**src/rtl/xgs_powerup_sequencer.sv**
```systemverilog
// ---------------------------------------------------------------------------
// xgs_powerup_sequencer
// Autonomous AXI4-Lite master that releases the XGS sensor from reset after
// system reset: one write of the power-up value to the xgs_ctrl power-up
// register, then periodic polls of the status register until bit 0 is set or
// the poll timeout expires. Outcome is reported as sticky done/error flags.
// ---------------------------------------------------------------------------
module xgs_powerup_sequencer #(
    parameter int          AXI_ADDR_WIDTH = 32,
    parameter int          AXI_DATA_WIDTH = 32,
    parameter logic [31:0] CTRL_BASE      = 32'h0002_0000,
    parameter logic [31:0] PWRUP_OFFSET   = 32'h0000_0190,
    parameter logic [31:0] STATUS_OFFSET  = 32'h0000_0198,
    parameter logic [31:0] PWRUP_VALUE    = 32'h0000_0003,
    parameter int          POLL_GAP       = 16,
    parameter int          TIMEOUT        = 10000
) (
    input  logic                        axiClk100MHz,
    input  logic                        axiReset_n,
    input  logic                        start,
    output logic                        busy,
    output logic                        done,
    output logic                        error,
    output logic [1:0]                  error_code,
    output logic [AXI_ADDR_WIDTH-1:0]   m_axil_awaddr,
    output logic [2:0]                  m_axil_awprot,
    output logic                        m_axil_awvalid,
    input  logic                        m_axil_awready,
    output logic [AXI_DATA_WIDTH-1:0]   m_axil_wdata,
    output logic [AXI_DATA_WIDTH/8-1:0] m_axil_wstrb,
    output logic                        m_axil_wvalid,
    input  logic                        m_axil_wready,
    input  logic [1:0]                  m_axil_bresp,
    input  logic                        m_axil_bvalid,
    output logic                        m_axil_bready,
    output logic [AXI_ADDR_WIDTH-1:0]   m_axil_araddr,
    output logic [2:0]                  m_axil_arprot,
    output logic                        m_axil_arvalid,
    input  logic                        m_axil_arready,
    input  logic [AXI_DATA_WIDTH-1:0]   m_axil_rdata,
    input  logic [1:0]                  m_axil_rresp,
    input  logic                        m_axil_rvalid,
    output logic                        m_axil_rready
);

    localparam int STRB_W = AXI_DATA_WIDTH / 8;

    // FSM encoding
    localparam logic [2:0] ST_IDLE = 3'd0;
    localparam logic [2:0] ST_WR   = 3'd1;
    localparam logic [2:0] ST_WB   = 3'd2;
    localparam logic [2:0] ST_RA   = 3'd3;
    localparam logic [2:0] ST_RD   = 3'd4;
    localparam logic [2:0] ST_GAP  = 3'd5;
    localparam logic [2:0] ST_DONE = 3'd6;
    localparam logic [2:0] ST_ERR  = 3'd7;

    // Error codes reported on error_code
    localparam logic [1:0] ERR_NONE    = 2'b00;
    localparam logic [1:0] ERR_BRESP   = 2'b01;
    localparam logic [1:0] ERR_RRESP   = 2'b10;
    localparam logic [1:0] ERR_TIMEOUT = 2'b11;

    localparam logic [1:0] RESP_OKAY = 2'b00;

    // Fixed transaction contents
    localparam logic [31:0]               PWRUP_ADDR_32  = CTRL_BASE + PWRUP_OFFSET;
    localparam logic [31:0]               STATUS_ADDR_32 = CTRL_BASE + STATUS_OFFSET;
    localparam logic [AXI_ADDR_WIDTH-1:0] PWRUP_ADDR     = AXI_ADDR_WIDTH'(PWRUP_ADDR_32);
    localparam logic [AXI_ADDR_WIDTH-1:0] STATUS_ADDR    = AXI_ADDR_WIDTH'(STATUS_ADDR_32);
    localparam logic [AXI_DATA_WIDTH-1:0] PWRUP_DATA     = AXI_DATA_WIDTH'(PWRUP_VALUE);

    // Poll gap counter runs 0 .. POLL_GAP-1
    localparam int             GAP_W    = (POLL_GAP > 1) ? $clog2(POLL_GAP) : 1;
    localparam logic [GAP_W-1:0] GAP_LAST = GAP_W'(POLL_GAP - 1);

    // Timeout counter has one spare bit so it can pass TIMEOUT before saturating
    localparam int               TMO_W     = $clog2(TIMEOUT + 1) + 1;
    localparam logic [TMO_W-1:0] TMO_LIMIT = TMO_W'(TIMEOUT);
    localparam logic [TMO_W-1:0] TMO_MAX   = {TMO_W{1'b1}};

    // Saturating increment for the timeout counter
    function automatic logic [TMO_W-1:0] tmo_inc(input logic [TMO_W-1:0] cnt);
        logic [TMO_W-1:0] res;
        if (cnt == TMO_MAX) begin
            res = cnt;
        end else begin
            res = cnt + {{(TMO_W-1){1'b0}}, 1'b1};
        end
        return res;
    endfunction

    // State and output registers
    logic [2:0]                state_q,   state_d;
    logic                      awvalid_q, awvalid_d;
    logic                      wvalid_q,  wvalid_d;
    logic                      bready_q,  bready_d;
    logic                      arvalid_q, arvalid_d;
    logic                      rready_q,  rready_d;
    logic [AXI_ADDR_WIDTH-1:0] awaddr_q,  awaddr_d;
    logic [AXI_ADDR_WIDTH-1:0] araddr_q,  araddr_d;
    logic [AXI_DATA_WIDTH-1:0] wdata_q,   wdata_d;
    logic [STRB_W-1:0]         wstrb_q,   wstrb_d;
    logic                      busy_q,    busy_d;
    logic                      done_q,    done_d;
    logic                      error_q,   error_d;
    logic [1:0]                ecode_q,   ecode_d;
    logic [TMO_W-1:0]          tmo_q,     tmo_d;
    logic [GAP_W-1:0]          gap_q,     gap_d;

    // Only bit 0 of the status word carries meaning
    logic unused_rdata_s;
    assign unused_rdata_s = ^m_axil_rdata[AXI_DATA_WIDTH-1:1];

    // Next-state and next-output logic for the power-up sequence
    always_comb begin
        state_d   = state_q;
        awvalid_d = awvalid_q;
        wvalid_d  = wvalid_q;
        bready_d  = bready_q;
        arvalid_d = arvalid_q;
        rready_d  = rready_q;
        awaddr_d  = awaddr_q;
        araddr_d  = araddr_q;
        wdata_d   = wdata_q;
        wstrb_d   = wstrb_q;
        busy_d    = busy_q;
        done_d    = done_q;
        error_d   = error_q;
        ecode_d   = ecode_q;
        tmo_d     = tmo_q;
        gap_d     = gap_q;

        case (state_q)
            ST_IDLE: begin
                if (start) begin
                    state_d   = ST_WR;
                    awvalid_d = 1'b1;
                    wvalid_d  = 1'b1;
                    awaddr_d  = PWRUP_ADDR;
                    wdata_d   = PWRUP_DATA;
                    wstrb_d   = {STRB_W{1'b1}};
                    busy_d    = 1'b1;
                    done_d    = 1'b0;
                    error_d   = 1'b0;
                    ecode_d   = ERR_NONE;
                end else begin
                    state_d = ST_IDLE;
                end
            end

            ST_WR: begin
                // AW and W retire independently; leave once both are gone
                awvalid_d = awvalid_q & ~m_axil_awready;
                wvalid_d  = wvalid_q & ~m_axil_wready;
                if (!awvalid_d && !wvalid_d) begin
                    state_d  = ST_WB;
                    bready_d = 1'b1;
                end else begin
                    state_d = ST_WR;
                end
            end

            ST_WB: begin
                if (m_axil_bvalid) begin
                    bready_d = 1'b0;
                    if (m_axil_bresp == RESP_OKAY) begin
                        state_d   = ST_RA;
                        arvalid_d = 1'b1;
                        araddr_d  = STATUS_ADDR;
                        tmo_d     = {TMO_W{1'b0}};
                    end else begin
                        state_d = ST_ERR;
                        ecode_d = ERR_BRESP;
                    end
                end else begin
                    state_d = ST_WB;
                end
            end

            ST_RA: begin
                tmo_d = tmo_inc(tmo_q);
                if (m_axil_arready) begin
                    state_d   = ST_RD;
                    arvalid_d = 1'b0;
                    rready_d  = 1'b1;
                end else begin
                    state_d = ST_RA;
                end
            end

            ST_RD: begin
                tmo_d = tmo_inc(tmo_q);
                if (m_axil_rvalid) begin
                    rready_d = 1'b0;
                    if (m_axil_rresp != RESP_OKAY) begin
                        state_d = ST_ERR;
                        ecode_d = ERR_RRESP;
                    end else if (m_axil_rdata[0]) begin
                        state_d = ST_DONE;
                    end else begin
                        state_d = ST_GAP;
                        gap_d   = {GAP_W{1'b0}};
                    end
                end else begin
                    state_d = ST_RD;
                end
            end

            ST_GAP: begin
                // Timeout is only honoured here, never with a read in flight
                tmo_d = tmo_inc(tmo_q);
                if (tmo_q >= TMO_LIMIT) begin
                    state_d = ST_ERR;
                    ecode_d = ERR_TIMEOUT;
                end else if (gap_q == GAP_LAST) begin
                    state_d   = ST_RA;
                    arvalid_d = 1'b1;
                    araddr_d  = STATUS_ADDR;
                end else begin
                    state_d = ST_GAP;
                    gap_d   = gap_q + {{(GAP_W-1){1'b0}}, 1'b1};
                end
            end

            ST_DONE: begin
                state_d = ST_IDLE;
                done_d  = 1'b1;
                busy_d  = 1'b0;
            end

            ST_ERR: begin
                state_d = ST_IDLE;
                error_d = 1'b1;
                busy_d  = 1'b0;
            end

            default: begin
                state_d   = ST_IDLE;
                awvalid_d = 1'b0;
                wvalid_d  = 1'b0;
                bready_d  = 1'b0;
                arvalid_d = 1'b0;
                rready_d  = 1'b0;
                busy_d    = 1'b0;
            end
        endcase
    end

    // State and output registers; async reset abandons any transfer in flight
    always_ff @(posedge axiClk100MHz or negedge axiReset_n) begin
        if (!axiReset_n) begin
            state_q   <= ST_IDLE;
            awvalid_q <= 1'b0;
            wvalid_q  <= 1'b0;
            bready_q  <= 1'b0;
            arvalid_q <= 1'b0;
            rready_q  <= 1'b0;
            awaddr_q  <= {AXI_ADDR_WIDTH{1'b0}};
            araddr_q  <= {AXI_ADDR_WIDTH{1'b0}};
            wdata_q   <= {AXI_DATA_WIDTH{1'b0}};
            wstrb_q   <= {STRB_W{1'b0}};
            busy_q    <= 1'b0;
            done_q    <= 1'b0;
            error_q   <= 1'b0;
            ecode_q   <= ERR_NONE;
            tmo_q     <= {TMO_W{1'b0}};
            gap_q     <= {GAP_W{1'b0}};
        end else begin
            state_q   <= state_d;
            awvalid_q <= awvalid_d;
            wvalid_q  <= wvalid_d;
            bready_q  <= bready_d;
            arvalid_q <= arvalid_d;
            rready_q  <= rready_d;
            awaddr_q  <= awaddr_d;
            araddr_q  <= araddr_d;
            wdata_q   <= wdata_d;
            wstrb_q   <= wstrb_d;
            busy_q    <= busy_d;
            done_q    <= done_d;
            error_q   <= error_d;
            ecode_q   <= ecode_d;
            tmo_q     <= tmo_d;
            gap_q     <= gap_d;
        end
    end

    assign busy           = busy_q;
    assign done           = done_q;
    assign error          = error_q;
    assign error_code     = ecode_q;
    assign m_axil_awaddr  = awaddr_q;
    assign m_axil_awprot  = 3'b000;
    assign m_axil_awvalid = awvalid_q;
    assign m_axil_wdata   = wdata_q;
    assign m_axil_wstrb   = wstrb_q;
    assign m_axil_wvalid  = wvalid_q;
    assign m_axil_bready  = bready_q;
    assign m_axil_araddr  = araddr_q;
    assign m_axil_arprot  = 3'b000;
    assign m_axil_arvalid = arvalid_q;
    assign m_axil_rready  = rready_q;

endmodule

```
**config.mk**
```make
export PLATFORM = sky130hd
export DESIGN_NAME = xgs_powerup_sequencer
export DESIGN_NICKNAME = d
export VERILOG_FILES = /design/src/rtl/xgs_powerup_sequencer.sv
export SDC_FILE = /design/constraint.sdc
export NUM_CORES = 1
export LEC_CHECK = 0
export CORE_MARGIN = 1
export CORE_UTILIZATION = 42
export CTS_CLUSTER_SIZE = 14
export DETAILED_ROUTE_END_ITERATION = 8
export HOLD_SLACK_MARGIN = 0.08
export PLACE_DENSITY = 0.91
export REMOVE_ABC_BUFFERS = 1
export SYNTH_ARGS = -nofsm -noshare
export SYNTH_HDL_FRONTEND = slang
export SYNTH_SLANG_ARGS = --single-unit
```
**constraint.sdc**
```tcl
create_clock -name axiClk100MHz -period 3.8 [get_ports axiClk100MHz]
set_input_delay 0.38 -clock axiClk100MHz [delete_from_list [all_inputs] [get_ports axiClk100MHz]]
set_output_delay 0.38 -clock axiClk100MHz [all_outputs]
set_load 0.05 [all_outputs]
```
==> reports/summary.txt <==
Yosys top cell area share = 30.78%
Rows = 29
wire per inst = 11.32 um
Worst Path Max Fanout = 20
die height = 83.12 um
Initial DRC Count = 159
worst hold margin = 0.5096 ns
Final GP Congestion = 0.8354
post-CTS setup buffers = 0
total core area = 6350 um2
Num CTS Buffers = 5
fill count = 598
RSZ-0062 raised after global routing = no
clock sinks = 34
FF-to-FF End = tmo_q[13]
Congestion Overflow GR = 0
EDFF count, synth = 0
routed vias = 1991
post-synthesis cell area = 2764 um2
TNS Setup = 0 ns
Slew @ Worst Pin = 0.8681 ns
hold crit path type = in -> async
n_diodes = 0
final hold vios = 0
share of layout cells above drive strength 1 = 5.507%
syn_area_per_cell = 8.557 um2
Crit Path Category = reg -> reg
Seq/Total Area, Yosys = 30.78%
largest net degree at the start of global routing = 35
Lkg Pwr = 1.319 nW
Initial Util = 43.53%
PortBufs = 37
area occupied by multi-input gates = 1371 um2
CTS Buffer Depth = 2
DR DRC count = 0
Layout Area Growth over Synthesis = 2.083%
Max Transition Viols Final = 0
cell at the root of the clock tree = clkbuf_8
Clk pwr share = 13.0%
internal power = 0.9265 mW
HPWL after DPL = 3622 um
initial antenna violation count = 0
Final Power = 1.943 mW
Clock Skews = 0.004767 ns
CP Launch Point = state_q[1]
#FFs+latches synth = 34
DR vias/cell = 4.718
vias in the first global route = 1714
Die Area = 6909 um2
antenna-violating nets left = 0
Layout Utilization = 44.43%
sw frac = 52.31%
cell taking the most area after synthesis = dfrtp_1
Unique masters post-synth = 52
clock latency on the worst-skew pair = 0.29 ns
Total Wirelength = 4775 um
synth top area cells = dfrtp_1 31%, buf_4 29%, nor2_1 3.9%
Initial DRT Pass Iterations = 4
overall routing resource usage = 14.59%
htree depth = 2
Max Cap Violations = 0
fin crit period = 2.168 ns
Post-synth ARST share = 100.0%
nets@finish = 392
final setup margin = 1.632 ns
sequential group share of total power = 32.2%
Worst R2R Start = state_q[1]
Arr. time, crit path = 2.32 ns
Clock Pin Slew Worst Setup and Hold Paths = 0.07 ns
PwrDens = 688.6 nW/um2
Max-slew headroom = 42.13%
I/O pin total = 160
TritonCTS clock tree = done
cells after synthesis = 323
die width = 83.12 um
Psw = 1.016 mW
Max Clock Freq = 0.4613 GHz
first-pass GRT wire length = 8100 um
FF-to-FF setup slack = 1.63 ns
Reg area = 850.8 um2
post-cts repair resize count = 0
CP endpoint kind = flip-flop
Synth warnings = 0
CP required = 3.95 ns
Setup violations, final = 0
Comb power frac = 54.7%
crit path launch type = flip-flop
outcome = finished clean
Tcrit/Tclk final = 57.04%
Post-synth top flop = dfrtp_1
Worst VDD drop = 413.4 uV
dpl ws = 1.512 ns
CP endpoint = tmo_q[13]
hold-fix buffers at CTS = 0
reg2reg path depth = 5
## cell usage in the layout (no fill, tap or decap), drive strengths merged, types with 2 or more instances in the layout
master,synthesis,final
a2111oi,4,4
a211oi,4,4
a21o,4,4
a21oi,17,17
a22o,3,3
a31oi,3,3
and3,7,7
clkbuf,4,7
clkdlybuf4s50,0,37
conb,1,91
dfrtp,34,34
ha,3,3
inv,13,13
mux2,2,2
nand2,18,18
nand2b,3,3
nand3,9,9
nand4,2,2
nor2,29,29
nor2b,4,4
nor3,3,3
nor3b,2,2
nor4,4,4
o211ai,2,2
o21ai,10,10
o221ai,2,2
o22ai,2,2
or3,3,3
xnor2,9,9
## power by group through the flow
stage                     Clock (mW)  Sequential (mW)  Combinational [mW]
after floorplan                    0            0.841               0.574
after CTS                      0.260            0.626                1.07
final                          0.253            0.626                1.06
after global routing           0.280            0.649                1.15
after global placement             0            0.627                1.04
after detailed placement           0            0.632                1.07
## synthesized netlist by cell type, types with 2 or more instances
cell	instances
buf_4	106
dfrtp_1	34
nor2_1	29
nand2_1	18
a21oi_1	17
inv_1	13
o21ai_0	9
xnor2_1	9
nand3_1	8
and3_1	7
a211oi_1	4
a21o_1	4
clkbuf_1	4
a22o_1	3
a31oi_1	3
ha_1	3
nand2b_1	3
nor2b_1	3
nor3_1	3
nor4_1	3
or3_1	3
a2111oi_1	2
mux2_2	2
nand4_1	2
o211ai_1	2
o221ai_1	2
o22ai_1	2
## metal layers
metal	track usage [%]	share of wire, %	vias to the layer above
li1	-	-	944
met1	17.26	41	947
met2	25.34	53	95
met3	4.175	5.3	5
met4	4.859	0.92	0
met5	0	0	-
## stage by stage
stage / instance area (um2) / instances
2_1_floorplan: 2271 / 300
3_3_place_gp: 2745 / 415
3_5_place_dp: 2745 / 415
4_1_cts: 2821 / 422
5_1_grt: 2821 / 422
6_report: 2821 / 422
## cells by family after synthesis
logic type | Yosys count | share of synthesized area [%]
mux | 2 | 0.8148
compound gates | 59 | 14.71
flops | 34 | 30.78
simple gates | 88 | 16.93
xor+xnor | 10 | 3.441
other cells | 1 | 0.1357
fa+ha+maj | 3 | 1.358
buf+inv | 126 | 31.82
## registers in the layout (all words and copies together), names as in the netlist, 2 cells and up
register and flops:
error_code 2, gap_q 4, state_q 3, tmo_q 15
## worst max-delay path, cell delays in order, from the launching register on
cell and delay [ns]:
dfrtp_1 0.77, nor3b_4 0.41, nor4_4 0.13, a2111oi_1 0.49
xnor2_1 0.17, nor2_1 0.06
## worst min-delay path by stage
stage / from / endpoint / cells after the start
finish: axiReset_n / tmo_q[6] / 2
global route: axiReset_n / tmo_q[5] / 2
CTS: gap_q[3] / gap_q[3] / 1
detailed placement: gap_q[3] / gap_q[3] / 1
global placement: gap_q[3] / gap_q[3] / 1
floorplan: axiReset_n / busy / 0
## layout make-up
type	count	area share, %
multi-input cells	253	48.60
flip-flops and latches	34	30.16
repair buffers	38	13.39
well taps	77	3.415
clock buffers	7	2.705
inverters	13	1.729
Note: power is estimated with default switching activity, not from simulation.
==> variant (same settings) <==
Set the parameter `AXI_ADDR_WIDTH` to 48 (it was 32).
--- a/src/rtl/xgs_powerup_sequencer.sv
+++ b/src/rtl/xgs_powerup_sequencer.sv
@@ -6,7 +6,7 @@
 // the poll timeout expires. Outcome is reported as sticky done/error flags.
 // ---------------------------------------------------------------------------
 module xgs_powerup_sequencer #(
-    parameter int          AXI_ADDR_WIDTH = 32,
+    parameter int          AXI_ADDR_WIDTH = 48,
     parameter int          AXI_DATA_WIDTH = 32,
     parameter logic [31:0] CTRL_BASE      = 32'h0002_0000,
     parameter logic [31:0] PWRUP_OFFSET   = 32'h0000_0190,
Interface: changed (resized m_axil_araddr and m_axil_awaddr); port bits go from 160 to 192. The function was not compared with the original's and may differ.
==> variant against the unedited design <==
- design area increased by 5.8%
- total power increased by 6.1%
- setup slack got worse by 38 ps
- sequential share of layout area decreased by 1.6 points
- clock power increased by 12%
- sequential cell count unchanged
- synthesized area increased by 8.7%
- wire length increased by 4.0%
- critical path type unchanged
- largest power group unchanged
- highest routed layer unchanged
==> variant: results (changes against the unedited design) <==
status: "completed"  # unchanged
met2_usage: 0.250  # was 0.253
nets: 424  # was 392
grtUsageMet1: 0.146  # was 0.173
wl_met2_um: 2640  # was 2530 µm
first_global_vias: 1717  # was 1714
hpwl_um: 3850  # was 3620 µm
worst_slew_pin_slew_ps: 818  # was 868 ps
synthTopCellsByCount: "138 x buf_4, 34 x dfrtp_1, 29 x nor2_1"  # was 106 x buf_4, 34 x dfrtp_1, 29 x nor2_1
place.gp.congestion: 0.866  # was 0.835
fin_skew_ps: 5.18  # was 4.77 ps
dp_cells: 466  # was 415
p_comb_uw: 1140  # was 1060 µW
crit_arrival_ps: 2370  # was 2320 ps
yosysSeqAreaShare: 0.283  # was 0.308
grtUsageTotal: 0.133  # was 0.146
vias_per_cell: 4.36  # was 4.72
wl_met1_um: 1950  # was 1940 µm
vdd_ir_drop_max_uv: 398  # was 413 µV
route.met3.wl_um: 280  # was 254 µm
grt_pass1_wl_um: 7880  # was 8100 µm
use_met3: 0.0248  # was 0.0417
layout-drive-gt1-share: 0.0582  # was 0.0551
leakagePower_uw: 0.00143  # was 0.00132 µW
drtIter0Drc: 138  # was 159
n_fill_cell: 692  # was 598
synthTopCellsByArea: "buf_4 34%, dfrtp_1 28%, nor2_1 3.6%, a21oi_1 2.8%, xnor2_1 2.6%"  # was dfrtp_1 31%, buf_4 29%, nor2_1 3.9%, a21oi_1 3.1%, xnor2_1 2.9%
wl_per_cell_um: 10.5  # was 11.3 µm
first_pass_iters: 4  # unchanged
cp_max_fo: 18  # was 20
avgSynthCellArea_um2: 8.46  # was 8.56 µm²
power.share.clock: 0.138  # was 0.130
variant: cell types whose count changed after synthesis:
cell,delta
buf_4,+32
variant: kinds of logic after synthesis:
kind of cell               Yosys count  synth area share
AOI/OAI and AO/OA                   59             0.135
xor gates and xnor gates            10            0.0317
adders and majority gates            3            0.0125
buffers and inverters              158             0.373
DFF                                 34             0.283
muxes                                2           0.00750
other                                1           0.00125
and+or+nand+nor                     88             0.156
variant: path summary, 6_finish.rpt:
path | from | end | slack (ps) | depth (start not counted)
worst max-delay path | state_q[2]$_DFF_PN0_ | tmo_q[9]$_DFFE_PN0P_ | 1590 | 5
worst min-delay path | axiReset_n | gap_q[1]$_DFFE_PN0P_ | 490 | 2
max in group asynchronous | axiReset_n | tmo_q[1]$_DFFE_PN0P_ | 3000 | 2
worst max register to register | state_q[2]$_DFF_PN0_ | tmo_q[9]$_DFFE_PN0P_ | 1590 | 5
min in group axiClk100MHz | gap_q[3]$_DFFE_PN0P_ | gap_q[3]$_DFFE_PN0P_ | 500 | 1
worst min register to register | gap_q[3]$_DFFE_PN0P_ | gap_q[3]$_DFFE_PN0P_ | 500 | 1
variant: final cells by class:
type	instances	area [µm²]	area share
well taps	96	120	0.0403
flip-flops and latches	34	851	0.285
clock inverters	2	12.5	0.00419
clock buffers	6	82.6	0.0277
repair buffers	38	378	0.127
multi-input cells	285	1490	0.500
inverters	13	48.8	0.0164
variant: stage by stage:
step	setup slack [ps]	utilization	area, µm²	power [µW]	hold slack (ps)
5_1_grt	1420	0.434	2980	2180	511
4_1_cts	1600	0.434	2980	2070	492
6_report	1590	0.434	2980	2060	485
3_3_place_gp	1580	0.421	2890	1730	476
3_5_place_dp	1510	0.421	2890	1780	475
2_1_floorplan	66.5	-	2390	1480	84.4
